<file path="src/rtl/hi_lo_ctrl.sv">
// HI/LO register pair plus issue/commit control for the multi-cycle multiply/divide unit.
// Holds the unit's command stable while BUSY and interlocks HI/LO instructions until commit.
module hi_lo_ctrl #(
   parameter int N       = 32,
   parameter int TIMEOUT = 64
) (
   input  logic         clk,
   input  logic         reset,
   input  logic         flush,
   input  logic         op_valid,
   input  logic [2:0]   op,
   input  logic         op_sign,
   input  logic [N-1:0] rs_val,
   input  logic [N-1:0] rt_val,
   output logic         stall,
   output logic [N-1:0] rd_val,
   output logic         rd_valid,
   output logic         err,
   output logic [N-1:0] hi,
   output logic [N-1:0] lo,
   output logic         du_mul,
   output logic         du_div,
   output logic         du_add,
   output logic         du_sub,
   output logic         du_sign,
   output logic [N-1:0] du_a,
   output logic [N-1:0] du_b,
   output logic [N-1:0] du_hi_in,
   output logic [N-1:0] du_lo_in,
   output logic         du_clear,
   output logic         du_hold_result,
   input  logic [N-1:0] du_hi_out,
   input  logic [N-1:0] du_lo_out,
   input  logic         du_write_hi_lo,
   input  logic         du_waiting_result
);

   typedef enum logic [0:0] {
      IDLE = 1'b0,
      BUSY = 1'b1
   } state_t;

   localparam int              CW       = $clog2(TIMEOUT + 1);
   localparam logic [CW-1:0]   CNT_LAST = CW'(TIMEOUT - 1);
   localparam logic [CW-1:0]   CNT_ONE  = CW'(1);

   localparam logic [2:0] OP_MULT = 3'd0;
   localparam logic [2:0] OP_DIV  = 3'd1;
   localparam logic [2:0] OP_MADD = 3'd2;
   localparam logic [2:0] OP_MSUB = 3'd3;
   localparam logic [2:0] OP_MTHI = 3'd4;
   localparam logic [2:0] OP_MTLO = 3'd5;
   localparam logic [2:0] OP_MFHI = 3'd6;
   localparam logic [2:0] OP_MFLO = 3'd7;

   state_t          state_r;
   state_t          state_s;
   logic [CW-1:0]   cnt_r;
   logic [N-1:0]    hi_r;
   logic [N-1:0]    lo_r;
   logic            accept_s;
   logic            wr_hi_s;
   logic            wr_lo_s;
   logic            commit_s;
   logic            timeout_s;
   logic            unused_s;

   // The busy flag is only informational; commit is decided by the write strobe alone.
   assign unused_s       = du_waiting_result;

   assign hi             = hi_r;
   assign lo             = lo_r;
   assign du_hi_in       = hi_r;
   assign du_lo_in       = lo_r;
   assign du_hold_result = 1'b0;
   assign err            = timeout_s;
   assign du_clear       = flush | timeout_s;

   // State register.
   always_ff @(posedge clk) begin
      if (reset) begin
         state_r <= IDLE;
      end else begin
         state_r <= state_s;
      end
   end

   // Next-state logic: any abort or commit returns to IDLE.
   always_comb begin
      state_s = state_r;
      case (state_r)
         IDLE: begin
            if (accept_s) begin
               state_s = BUSY;
            end else begin
               state_s = IDLE;
            end
         end
         BUSY: begin
            if (flush || commit_s || timeout_s) begin
               state_s = IDLE;
            end else begin
               state_s = BUSY;
            end
         end
         default: state_s = IDLE;
      endcase
   end

   // Output decode: interlock, MFHI/MFLO read port and per-cycle strobes.
   always_comb begin
      stall     = 1'b0;
      rd_valid  = 1'b0;
      rd_val    = {N{1'b0}};
      accept_s  = 1'b0;
      wr_hi_s   = 1'b0;
      wr_lo_s   = 1'b0;
      commit_s  = 1'b0;
      timeout_s = 1'b0;
      case (state_r)
         IDLE: begin
            if (op_valid && !flush) begin
               case (op)
                  OP_MULT, OP_DIV, OP_MADD, OP_MSUB: accept_s = 1'b1;
                  OP_MTHI: wr_hi_s = 1'b1;
                  OP_MTLO: wr_lo_s = 1'b1;
                  OP_MFHI: begin
                     rd_valid = 1'b1;
                     rd_val   = hi_r;
                  end
                  OP_MFLO: begin
                     rd_valid = 1'b1;
                     rd_val   = lo_r;
                  end
                  default: accept_s = 1'b0;
               endcase
            end else begin
               accept_s = 1'b0;
            end
         end
         BUSY: begin
            stall = op_valid && !flush;
            if (flush) begin
               commit_s = 1'b0;
            end else if (du_write_hi_lo) begin
               commit_s = 1'b1;
            end else if (cnt_r == CNT_LAST) begin
               timeout_s = 1'b1;
            end else begin
               commit_s = 1'b0;
            end
         end
         default: stall = 1'b0;
      endcase
   end

   // Command and operand registers driven to the unit; held for the whole computation.
   always_ff @(posedge clk) begin
      if (reset) begin
         du_mul  <= 1'b0;
         du_div  <= 1'b0;
         du_add  <= 1'b0;
         du_sub  <= 1'b0;
         du_sign <= 1'b0;
         du_a    <= {N{1'b0}};
         du_b    <= {N{1'b0}};
      end else if (accept_s) begin
         du_mul  <= (op == OP_MULT) || (op == OP_MADD) || (op == OP_MSUB);
         du_div  <= (op == OP_DIV);
         du_add  <= (op == OP_MADD);
         du_sub  <= (op == OP_MSUB);
         du_sign <= op_sign;
         du_a    <= rs_val;
         du_b    <= rt_val;
      end else if (flush || commit_s || timeout_s) begin
         du_mul  <= 1'b0;
         du_div  <= 1'b0;
         du_add  <= 1'b0;
         du_sub  <= 1'b0;
         du_sign <= 1'b0;
      end else begin
         du_mul  <= du_mul;
         du_div  <= du_div;
      end
   end

   // Watchdog counter: cleared on issue, counts every BUSY cycle.
   always_ff @(posedge clk) begin
      if (reset) begin
         cnt_r <= {CW{1'b0}};
      end else if (accept_s) begin
         cnt_r <= {CW{1'b0}};
      end else if (state_r == BUSY) begin
         cnt_r <= cnt_r + CNT_ONE;
      end else begin
         cnt_r <= cnt_r;
      end
   end

   // Architectural HI/LO: unit commit or MTHI/MTLO (never both in one cycle).
   always_ff @(posedge clk) begin
      if (reset) begin
         hi_r <= {N{1'b0}};
         lo_r <= {N{1'b0}};
      end else if (commit_s) begin
         hi_r <= du_hi_out;
         lo_r <= du_lo_out;
      end else begin
         if (wr_hi_s) begin
            hi_r <= rs_val;
         end else begin
            hi_r <= hi_r;
         end
         if (wr_lo_s) begin
            lo_r <= rs_val;
         end else begin
            lo_r <= lo_r;
         end
      end
   end

endmodule

</file>
<file path="config.mk">
export PLATFORM = sky130hd
export DESIGN_NAME = hi_lo_ctrl
export DESIGN_NICKNAME = d
export VERILOG_FILES = /design/src/rtl/hi_lo_ctrl.sv
export SDC_FILE = /design/constraint.sdc
export NUM_CORES = 1
export LEC_CHECK = 0
export BUFFER_PORTS_ARGS = -buffer_cell sky130_fd_sc_hd__buf_4
export CAP_MARGIN = 20
export CORE_AREA = 3 3 142 144
export DETAILED_ROUTE_END_ITERATION = 16
export DIE_AREA = 0 0 145 147
export PLACE_DENSITY_LB_ADDON = 0.12
export SLEW_MARGIN = 5
export SYNTH_ARGS = -nofsm -noshare
export SYNTH_HDL_FRONTEND = slang
export SYNTH_SLANG_ARGS = --single-unit
</file>
<file path="constraint.sdc">
create_clock -name clk -period 1.5 [get_ports clk]
set_input_delay 0.225 -clock clk [delete_from_list [all_inputs] [get_ports clk]]
set_output_delay 0.225 -clock clk [all_outputs]
set_load 0.01 [all_outputs]
</file>
# == Word level (Yosys, flattened, before mapping) ==
# Index checks and enable logic that the tools add are counted.
# op_classes
n_addsub,1
n_eq_ne,8
muxes,36
n_bitwise,2
reduce_logical,13
# ops
cell,count
$mux W32,6
$pmux W32 S2,1
$mux W1,28
$eq A3 B3 Y1 const B,4
$add A7 B1 Y7 const B,1
$eq A7 B6 Y1 const B,1
$eq A3 B2 Y1 const B,2
$reduce_bool A2 Y1,3
$logic_or A1 B1 Y1,4
$reduce_or A2 Y1,2
$reduce_or A4 Y1,1
$eq A3 B1 Y1 const B,1
$logic_not A3 Y1,1
$pmux W1 S2,1
$logic_and A1 B1 Y1,1
$logic_not A1 Y1,1
$not A1 Y1,1
$or A1 B1 Y1,1
# totals
ff_bits,141
elab_cells,71

# == Longest topological paths before layout ==
# Gate-level depths: netlist (run 1).
# depth
depth_word,8
mapped_depth,6
ltp_nobuf,4

# == Worst setup path before layout (run 1) ==
# No wires, ideal clock.
# synth_timing
path_kind,in2out
start,in flush
end,out rd_val[10]
arrival_ns,1.340
required_ns,1.275
path_slack_ns,-0.065
cell_stages,5
path_buffers,3
cell_sequence,buf_2 -> or3b_2 -> clkbuf_1 -> clkbuf_1 -> nor2_1
# synth_via
elab_chain_len,4
# synth_lines
item,line_no,rtl
start: declaration,9,"input logic flush,"
$logic_not A1 Y1,122,if (op_valid && !flush) begin
$logic_and A1 B1 Y1,122,
$mux W32,122,
$mux W32,120,case (state_r)
end: declaration,16,"output logic [N-1:0] rd_val,"
# Every way passes these cells.

# == Worst setup path after layout (run 1) ==
# layout_timing
start,reg state_r
end,reg lo_r[5] (netlist: du_lo_in[5])
# layout_via
elab_chain_len,2
word_cells_on_any_way,4
# layout_lines
item,line_no,rtl
start: declaration,56,state_t state_r;
start signal: assignment,84,state_r <= state_s;
$mux W1,120,
$mux W32 / $reduce_bool A2 Y1 (equally long branches),--,
end signal: assignment,204,lo_r <= {N{1'b0}};
end signal: assignment,207,lo_r <= du_lo_out;
end signal: assignment,215,lo_r <= rs_val;
end: declaration,60,logic [N-1:0] lo_r;
# Several ways; a longest one is shown, not always the timed one.
# A chain may end at the register's enable or synchronous reset.

==> impl_results.md, run 1 <==
- Worst EP arrival: about 2.1 ns
- Final worst setup slack: -0.339 ns
- Core Region: roughly 19000 um^2
- Max Freq: about 540 MHz
- Ys Warns: 0
- Hold Path Origin: rt_val[3]
- Post-Synth Adder-Cell Area: 0.00187
- Register bit count reported by yosys: 141
- RSZ-0062 raised after global routing: true
- Avg Cell Area, Syn: 8.04 um^2
- Dominant synthesized flop cell: dfxtp_1
- Max Root-Sink Buffers: 2
- Slew Limit Fails: 0
- Hold crit path type: in -> reg
- Largest net degree at the start of global routing: 74
- First-pass GRT wire length: about 43 mm
- Biggest area consumer among synthesized cells: dfxtp_1
- Simple-gate share of the synthesized area: 0.179
- # H-tree levels: 4
- Peak supply drop: between 0.7 and 0.8 mV
- Starting Density: 0.355
- Via-per-instance ratio: 5.31
- Area after DPL: 9560 um^2
- Top-Level Pins: 372
- Failing checks: negative setup slack
- Crit. Startpoint: state_r
- Async set or reset register ratio after synthesis: 0
- Antenna cell count: 0
- Layout cell share with drive strength beyond 1: 0.605
- Clk_skew: 0.00912 ns
- Post-Synth XOR/XNOR Area: 0.00525
- Nets: between 1k and 1.5k
- Vias in the first global route: between 7k and 8k
- Post-Synthesis Cells: 831
- Grt ovf: 0
- DR vias: between 7k and 8k
- Placed insts: around 1.4k
- Die area: 21300 um^2
- Compound-cell area share of the yosys netlist: 0.254
- Synthesized area: approximately 6700 um^2
- Avg WL per Cell: 20.5 um
- Clk Latency, worst-skew pair: around 0.43 ns
- Clock Pin Slew Worst Setup and Hold Paths: approximately 0.060 ns
- Yosys top cell area share: 0.423
- Hpwl dp: around 19 mm
- Gp weighted congestion: slightly below 0.8
- Largest cells by area after synthesis: dfxtp_1 42%, nand2_1 13%, a311oi_1 8.4%
- Final instance area: between 10000 and 15000 um^2
- Fin cells: ~1.4k
- Reg2reg end: du_lo_in[5]
- Startpoint types: flip-flop
- CTS Buf Count: 17
- Hold_ws: 0.0346 ns
- Post-synth EDFFs: 0
- Leak: a little under 5 nW
- CP Class: reg -> reg
- Post-synthesis mux area share: 0.00150
- Setup tns final: -35.29 ns
- Critical-path maximum fanout: 7
- Die width: approximately 150 um
- Main combinational cell family by area after synthesis: compound AO/OA/AOI/OAI gates
- DRT antenna net count: 0
- GRT Util Overall: 0.252
- Final Cycle Share: 1.23
- DRC errors left: 0
- Port Buffers: 369
- Sequential area share after synthesis: 0.423
- Fill count: 1561
- R2r worst-path depth: 8
- # setup viols final: between 150 and 200
- Worst hold stages: 3
- Top-count cell post-synth: nand2_1
- Syn Nets: 970
- R2R Path Start: state_r
- FF-to-FF setup slack: -0.34 ns
- Die extent in y: around 150 um
- Final WL: 29.5 mm
- CTS Root Cell: clkbuf_16
- Final Util: 0.648
- Drt first pass iters: 4
- Number of antenna violations at the first check in global routing: 0
- Yosys cell types: 38
- Clock tree sinks: 141
- Min Tclk post-route: about 1.8 ns
- Row cnt: 50
- Worst Setup End Kind: flip-flop
- Layout area overhead: 82.6%
- TritonCTS clock tree: done
- Initial DRC Count: about 430
- Worst EP required: 1.79 ns
- Hold endpoint: du_b[3]
- Final Hold Violating Endpoints: 0
- Cts hold-fix bufs: 0
- Max-cap violations: 0
- Outcome: finished, violations left
- Most instantiated cells after synthesis: 231 x nand2_1, 141 x dfxtp_1, 70 x buf_4, 66 x a21oi_1, 65 x a211oi_1
- Pwr dens: around 850 nW/um^2
[worst max-delay path by stage]
stage / to / slack (ns) / cells past startpoint
finish: du_lo_in[5] / -0.34 / 8
global route: du_lo_in[5] / -0.39 / 8
CTS: rd_val[15] / -0.32 / 4
detailed placement: du_b[25] / -0.12 / 4
global placement: du_b[28] / -0.11 / 5
floorplan: rd_val[10] / -0.001 / 5
[final cells by class]
cell class / instances / area, um^2 / share of cell area
timing repair buffer: 465 / 4260 / 0.350
clock buffer: 19 / 443 / 0.0363
inverter: 7 / 26.3 / 0.00215
sequential: 141 / 2830 / 0.232
multi-input combinational: 538 / 4120 / 0.337
tap: 260 / 325 / 0.0267
clock inverter: 11 / 193 / 0.0158
[through the flow]
step                      worst slack (ns)  power, mW
final                               -0.339       10.4
after global routing                -0.391       10.7
after CTS                           -0.319       10.2
after detailed placement            -0.118       5.38
after global placement              -0.113       5.37
after floorplan                   -0.00117       4.64
[repair_timing]
action | 4_1_cts | 5_1_grt
setup endpoints to repair | 176 | 177
pin swaps | 43 | 58
gates resized for setup | 115 | 167
gates cloned | 11 | 8
buffers inserted | 29 | 9
[critical path, cell delays in order, from the launching register on]
cell and delay (ns):
dfxtp_2 0.32, buf_4 0.14, buf_8 0.12, buf_4 0.12, and3b_4 0.23, buf_6 0.16, clkbuf_16 0.16, a211oi_1 0.36
a311oi_2 0.10
[layer usage]
metal	track usage	wire length, um	vias up
met5	0	0	-
met4	0.0879	753	0
met3	0.0780	2010	44
met2	0.435	14900	318
met1	0.299	11900	3715
li1	-	-	3575
[report_power, final]
part,internal (mW),switching (mW)
registers,3.87,0.112
clock network,2.97,1.67
logic,0.892,0.839
[cell usage in the layout, fill, tap and decap left out, types with 2 or more instances in the layout]
cell type   instances
nand2_2            31
or3_1               2
bufinv_16           5
a211oi_1           55
and3b_1             2
a211oi_2           10
clkinv_2            2
clkbuf_16          23
dfxtp_1           138
clkinv_4            2
nand4_1             2
buf_6              19
buf_12             28
inv_1               7
o21ai_0             2
buf_8               6
clkinvlp_4          2
a311oi_2           52
nand2b_1            2
nor2_2             32
o32ai_2             4
dfxtp_2             2
a311oi_1           12
nand3_2             2
a21oi_1            32
buf_16             10
a21oi_2            34
nand2_1           163
xor2_1              3
buf_4             396
a22oi_1            32
nand2_4            29
nor2_1              6
nand2_8             8
[cell families (layout without fill, tap and decap cells)]
kind of cell    Yosys count  in the layout
fa+ha+maj                 1              1
other cells               1              1
mux                       1              1
flops                   141            141
xor+xnor                  4              4
buf+inv                 152            502
simple gates            294            294
compound gates          237            237
[flip-flops by register name (all words and copies together) (netlist names)]
signal,flops
cnt_r,7
du_a,32
du_add,1
du_b,32
du_div,1
du_hi_in,32
du_lo_in,32
du_mul,1
du_sign,1
du_sub,1
state_r,1
No activity file was read; power rests on OpenSTA's default activity.
==> inputs of run 2 (changes only) <==
BUFFER_PORTS_ARGS = -buffer_cell sky130_fd_sc_hd__buf_2   (was -buffer_cell sky130_fd_sc_hd__buf_4)
==> run 2 against run 1 <==
The flow still finishes with violations (negative setup slack). Die area unchanged. Utilization decreased by 5.3 points. Sequential share of layout area is 2.1 points higher. Critical path type unchanged. Worst setup slack lost 0.018 ns. Sequential power barely moved.
==> impl_results.md, run 2 (synthesized netlist as in run 1, its figures left out) <==
- Final worst setup slack: -0.358 ns (-0.0184 ns)
- Port Buffers: 369 (unchanged)
- Clock tree sinks: 141 (unchanged)
- TritonCTS clock tree: done
- Layout cell share with drive strength beyond 1: 0.591 (-0.0148)
- Worst-Margin Slew: 0.748 ns
- Worst Setup End Kind: flip-flop
- Most frequent cells in the layout: 365 x buf_2, 168 x nand2_1, 138 x dfxtp_1
- DRC errors left: 0 (unchanged)
- R2R Path Start: state_r
- Initial DRC Count: 316 (-27%)
- Layout area overhead: 67.5%
- Final Cycle Share: 1.24 (+0.0123)
- Slew Limit Fails: 0 (unchanged)
- Hpwl dp: 18.1 mm (-3.6%)
- FF-to-FF setup slack: -0.36 ns (-0.02 ns)
- Hold endpoint: du_b[28]
- Grt ovf: 0 (unchanged)
- Fin cells: 1455 (+0.97%)
- Hold Path Origin: rt_val[28]
- Peak supply drop: 0.784 mV (-1.4%)
- Failing checks: negative setup slack
- Min Tclk post-route: 1.86 ns (+0.0184 ns)
- Drt first pass iters: 5 (+1)
- Leak: 4.89 nW (-0.27%)
- Outcome: finished, violations left
- Reg2reg end: du_hi_in[0]
- Via-per-instance ratio: 5.27 (-0.78%)
- Clk_skew: 0.00913 ns (+0.0000101 ns)
- Worst EP required: 1.82 ns (+0.03 ns)
- Max-cap violations: 0 (unchanged)
- CP Class: reg -> reg
- Area of the multi-input gates: 3870 um^2 (-5.9%)
- Placed insts: 1359 (+0.074%)
- Flip-flop and latch area: 2830 um^2 (about the same)
- Max Freq: 538 MHz (-0.99%)
- Die area: 21300 um^2 (unchanged)
- First-pass GRT wire length: 43.3 mm (+1.0%)
- Final WL: 30.0 mm (+1.5%)
- Largest net degree at the start of global routing: 127 (+72%)
- Die extent in y: 147 um (unchanged)
- Leading cell type in the layout, fill and taps excluded: buf_2
- Avg WL per Cell: 20.6 um (+0.51%)
- Hold crit path type: in -> reg
- DRT antenna net count: 0 (unchanged)
- Clock Pin Slew Worst Setup and Hold Paths: 0.06 ns (about the same)
- Core Region: 18800 um^2 (unchanged)
- Gp weighted congestion: 0.784 (-1.2%)
- Critical-path maximum fanout: 6 (-1)
- Final Hold Violating Endpoints: 0 (unchanged)
- CTS Root Cell: clkbuf_16
- Die width: 145 um (unchanged)
- Row cnt: 50 (unchanged)
- Vias in the first global route: 7338 (-2.4%)
- Top-Level Pins: 372 (unchanged)
- Startpoint types: flip-flop
- Pwr dens: 884 nW/um^2 (+4.2%)
- Max Root-Sink Buffers: 2 (unchanged)
- R2r worst-path depth: 9 (+1)
- Number of antenna violations at the first check in global routing: 3 (+3)
- Clk Latency, worst-skew pair: 0.42 ns (about the same)
- CTS Buf Count: 17 (unchanged)
- Worst hold stages: 3 (unchanged)
- Worst EP arrival: 2.18 ns (+0.05 ns)
- RSZ-0062 raised after global routing: true
- # H-tree levels: 4 (unchanged)
- Final Util: 0.594 (-0.0534)
- Nets: 1320 (+0.84%)
- Starting Density: 0.355 (unchanged)
- Fill count: 1665 (+6.7%)
- Relative slew slack: 0.501
- DR vias: 7666 (+0.18%)
- GRT Util Overall: 0.258 (+0.00526)
- # setup viols final: 176 (+2.3%)
- Setup tns final: -38.73 ns (-3.44 ns)
## run 2: worst max-delay path, cell delays in order (launching register included)
cell	delay, ns
dfxtp_2	0.33
buf_4	0.12
buf_6	0.11
and4bb_4	0.20
buf_8	0.13
buf_6	0.11
a21o_4	0.25
buf_6	0.14
buf_16	0.14
a311oi_1	0.23
## run 2: repair_timing
action | 4_1_cts | 5_1_grt
gates cloned | 21 | 4
hold buffers | 0 | 0
buffers inserted | 28 | 16
resized for setup | 146 | 99
endpoints found under the setup margin | 170 | 177
pin swaps | 65 | 21
## run 2: power by group
group	internal, mW	switching (mW)
clock	2.69	1.68
sequential	3.87	0.118
combinational	0.725	0.818
## run 2: final cells by class
class	instances	share of cell area
clock inverters	10	0.0126
well taps	260	0.0291
multi-input cells	538	0.346
diodes	3	0.000671
clock buffers	20	0.0408
flip-flops and latches	141	0.253
repair buffers	476	0.316
inverters	7	0.00235
## run 2: routing by layer
| metal | routed length, um | part of all wire | global-route usage | up-vias |
|---|---|---|---|---|
| met3 | 2000 | 0.067 | 0.0601 | 41 |
| met4 | 635 | 0.021 | 0.0717 | 2 |
| met1 | 12400 | 0.41 | 0.321 | 3694 |
| li1 | - | - | - | 3603 |
| met2 | 14900 | 0.50 | 0.449 | 326 |
| met5 | 13 | 0.00043 | 0 | - |
## run 2: worst max path at each step
stage / startpoint / end / slack (ns) / cells after the start
floorplan: flush / rd_val[10] / -0.001 / 5
CTS: state_r / rd_val[15] / -0.34 / 4
global placement: state_r / du_a[13] / -0.16 / 4
finish: state_r / du_hi_in[0] / -0.36 / 9
global route: state_r / du_hi_in[0] / -0.41 / 9
detailed placement: state_r / du_a[8] / -0.17 / 4
## run 2: per-stage QoR
stage | hold slack, ns | instance area (um^2) | total power [mW] | setup WS (ns)
floorplan | 0.324 | 6790 | 4.64 | -0.00117
global placement | 0.439 | 8620 | 5.16 | -0.163
detailed placement | 0.443 | 8620 | 5.17 | -0.170
CTS | 0.0143 | 10600 | 9.82 | -0.341
global route | 0.0312 | 11200 | 10.2 | -0.411
finish | 0.0400 | 11200 | 9.89 | -0.358
==> inputs of run 3 (changes only) <==
CTS_CLUSTER_SIZE = 40   (was not set)
REMOVE_ABC_BUFFERS = 1   (was not set)
SLEW_MARGIN = 20   (was 5)
==> run 3 against run 2 <==
The flow still finishes with violations (negative setup slack). Critical path type is now reg -> out. Clock-buffer cell count decreased by 2. Maximum frequency decreased by 0.66%. First-iteration DRC count up 17%. Final area up 3.6%. Non-clock buffer count up 16. Power down 0.22%. Clock power shrank 2%. Hold slack lost 0.014 ns. Critical endpoint is now rd_val[27]. Sequential share of layout area is 0.88 points lower. Critical path depth is 5 lower.
==> impl_results.md, run 3 (synthesized netlist as in run 1, its figures left out) <==
- Outcome: finished, violations left
- Failing checks: negative setup slack
- Final Hold Violating Endpoints: 0 (unchanged)
- Hold_ws: 0.0257 ns (-0.0143 ns)
- Clk_skew: 0.00838 ns (-0.000745 ns)
- DRT antenna net count: 0 (unchanged)
- Clk Latency, worst-skew pair: 0.42 ns (about the same)
- R2R Path Start: state_r
- Worst Setup End Kind: output pin
- Max Root-Sink Buffers: 2 (unchanged)
- Row cnt: 50 (unchanged)
- Final WL: 32.5 mm (+8.5%)
- Gp weighted congestion: 0.792 (+1.0%)
- Area after DPL: 8780 um^2 (+1.8%)
- Final Util: 0.616 (+0.0215)
- Leading cell type in the layout, fill and taps excluded: buf_2
- Final instance area: 11600 um^2 (+3.6%)
- Hpwl dp: 19.2 mm (+6.3%)
- Min Tclk post-route: 1.87 ns (+0.0124 ns)
- Final Cycle Share: 1.25 (+0.00826)
- Slew Limit Fails: 0 (unchanged)
- Clock Pin Slew Worst Setup and Hold Paths: 0.07 ns (about the same)
- TritonCTS clock tree: done
- Core Region: 18800 um^2 (unchanged)
- Clock tree sinks: 141 (unchanged)
- DR vias: 7881 (+2.8%)
- Leak: 5.03 nW (+2.9%)
- Nets: 1338 (+1.4%)
- Avg WL per Cell: 22.1 um (+7.2%)
- Slowest CP cell: or3b_4
- Fill count: 1645 (-1.2%)
- Worst hold stages: 3 (unchanged)
- Crit. Startpoint: state_r
- CTS Root Cell: clkbuf_16
- RSZ-0062 raised after global routing: true
- Critical-path maximum fanout: 15 (+9)
- Grt ovf: 0 (unchanged)
- Pwr dens: 852 nW/um^2 (-3.7%)
- Die width: 145 um (unchanged)
- Tot Pwr: 9.87 mW (-0.22%)
- Die extent in y: 147 um (unchanged)
- Top-Level Pins: 372 (unchanged)
- First-pass GRT wire length: 44.3 mm (+2.4%)
- Vias in the first global route: 7326 (-0.16%)
- Starting Density: 0.355 (unchanged)
- Reg2reg end: du_a[4]
- GRT Util Overall: 0.266 (+0.00836)
- Layout cell share with drive strength beyond 1: 0.595 (+0.00428)
- Port Buffers: 369 (unchanged)
- Drt first pass iters: 5 (unchanged)
- Critical path's largest stage delay: 0.43 ns (+0.10 ns)
- Delay-heaviest family, CP: simple AND/OR/NAND/NOR gates
- Final worst setup slack: -0.370 ns (-0.0124 ns)
- Most frequent cells in the layout: 365 x buf_2, 175 x nand2_1, 138 x dfxtp_1
- # setup viols final: 176 (unchanged)
- Antenna cell count: 0 (-3)
- Via-per-instance ratio: 5.35 (+1.6%)
- Max-cap violations: 0 (unchanged)
- CTS Buf Count: 17 (unchanged)
- DRC errors left: 0 (unchanged)
- Layout area overhead: 73.6%
- Startpoint types: flip-flop
- Number of antenna violations at the first check in global routing: 1 (-2)
- Max Freq: 535 MHz (-0.66%)
- Critical path depth: 4 (-5)
- Worst path bufs/invs: 2 (-4)
- FF-to-FF setup slack: -0.36 ns (about the same)
- R2r worst-path depth: 6 (-3)
- Die area: 21300 um^2 (unchanged)
- Worst EP required: 1.27 ns (-0.55 ns)
- # H-tree levels: 4 (unchanged)
- CP endpoint: rd_val[27]
- Initial DRC Count: 371 (+17%)
- CP Cell Sequence: or3b_4 -> buf_12 -> nor2_2 -> buf_2
- Largest net degree at the start of global routing: 60 (-53%)
- Hold crit path type: in -> reg
- Peak supply drop: 0.808 mV (+3.1%)
- Worst EP arrival: 1.65 ns (-0.53 ns)
- CP Class: reg -> out
-- run 3: changes by cell type in the layout (fill, tap and decap cells not counted), sizes merged --
| cell | previous run | this run |
|---|---|---|
| clkbuf | 24 | 29 |
| or4b | 1 | 3 |
| bufinv | 3 | 1 |
| clkinvlp | 2 | 4 |
| inv | 7 | 16 |
| buf | 471 | 480 |
| clkinv | 5 | 0 |
| diode | 3 | 0 |
-- run 3: repair_timing --
item	4_1_cts	5_1_grt
buffers inserted	22	13
hold buffers	0	0
endpoints found under the setup margin	177	171
pin swaps	47	55
resized for setup	109	186
cloned	19	16
hold endpoints to repair	0	0
-- run 3: report_power, final --
part | switching (mW) | internal (mW)
Combinational | 0.859 | 0.735
Clock | 1.91 | 2.39
Sequential | 0.114 | 3.86
Total | 2.88 | 6.99
-- run 3: worst register-to-register path: stages, from the launching register on --
cell	delay (ns)
dfxtp_2	0.34
buf_4	0.13
buf_6	0.12
or4b_2	0.79
buf_12	0.23
nand2_1	0.07
a21oi_1	0.06
-- run 3: routing by layer --
layer  global-route usage  wire, um  vias to the layer above
met3               0.0487      2400                       57
met1                0.332     13100                     3837
li1                     -         -                     3632
met2                0.476     16300                      353
met4               0.0665       762                        2
met5                    0        13                        -
-- run 3: worst min path at each step --
stage / to / start
after global placement: du_a[12] / du_a[12]
after detailed placement: du_b[25] / du_b[25]
after floorplan: du_a[0] / reset
after global routing: du_b[13] / rt_val[13]
after CTS: du_sign / op_sign
final: du_sign / op_sign
-- run 3: through the flow --
stage	setup slack, ns	setup TNS (ns)	instances
2_1_floorplan	-2.30	-302.05	686
3_3_place_gp	-0.223	-17.76	1380
3_5_place_dp	-0.176	-18.39	1380
4_1_cts	-0.362	-18.90	1453
5_1_grt	-0.417	-52.20	1472
6_report	-0.370	-43.26	1472
-- run 3: final cells by class --
| cell class | count | area, um^2 | share of cell area |
|---|---|---|---|
| Tap cell | 260 | 325 | 0.0281 |
| Multi-Input combinational cell | 540 | 3950 | 0.341 |
| Sequential cell | 141 | 2830 | 0.244 |
| Clock inverter | 14 | 146 | 0.0126 |
| Inverter | 7 | 26.3 | 0.00227 |
| Timing Repair Buffer | 492 | 3880 | 0.334 |
| Clock buffer | 18 | 439 | 0.0379 |
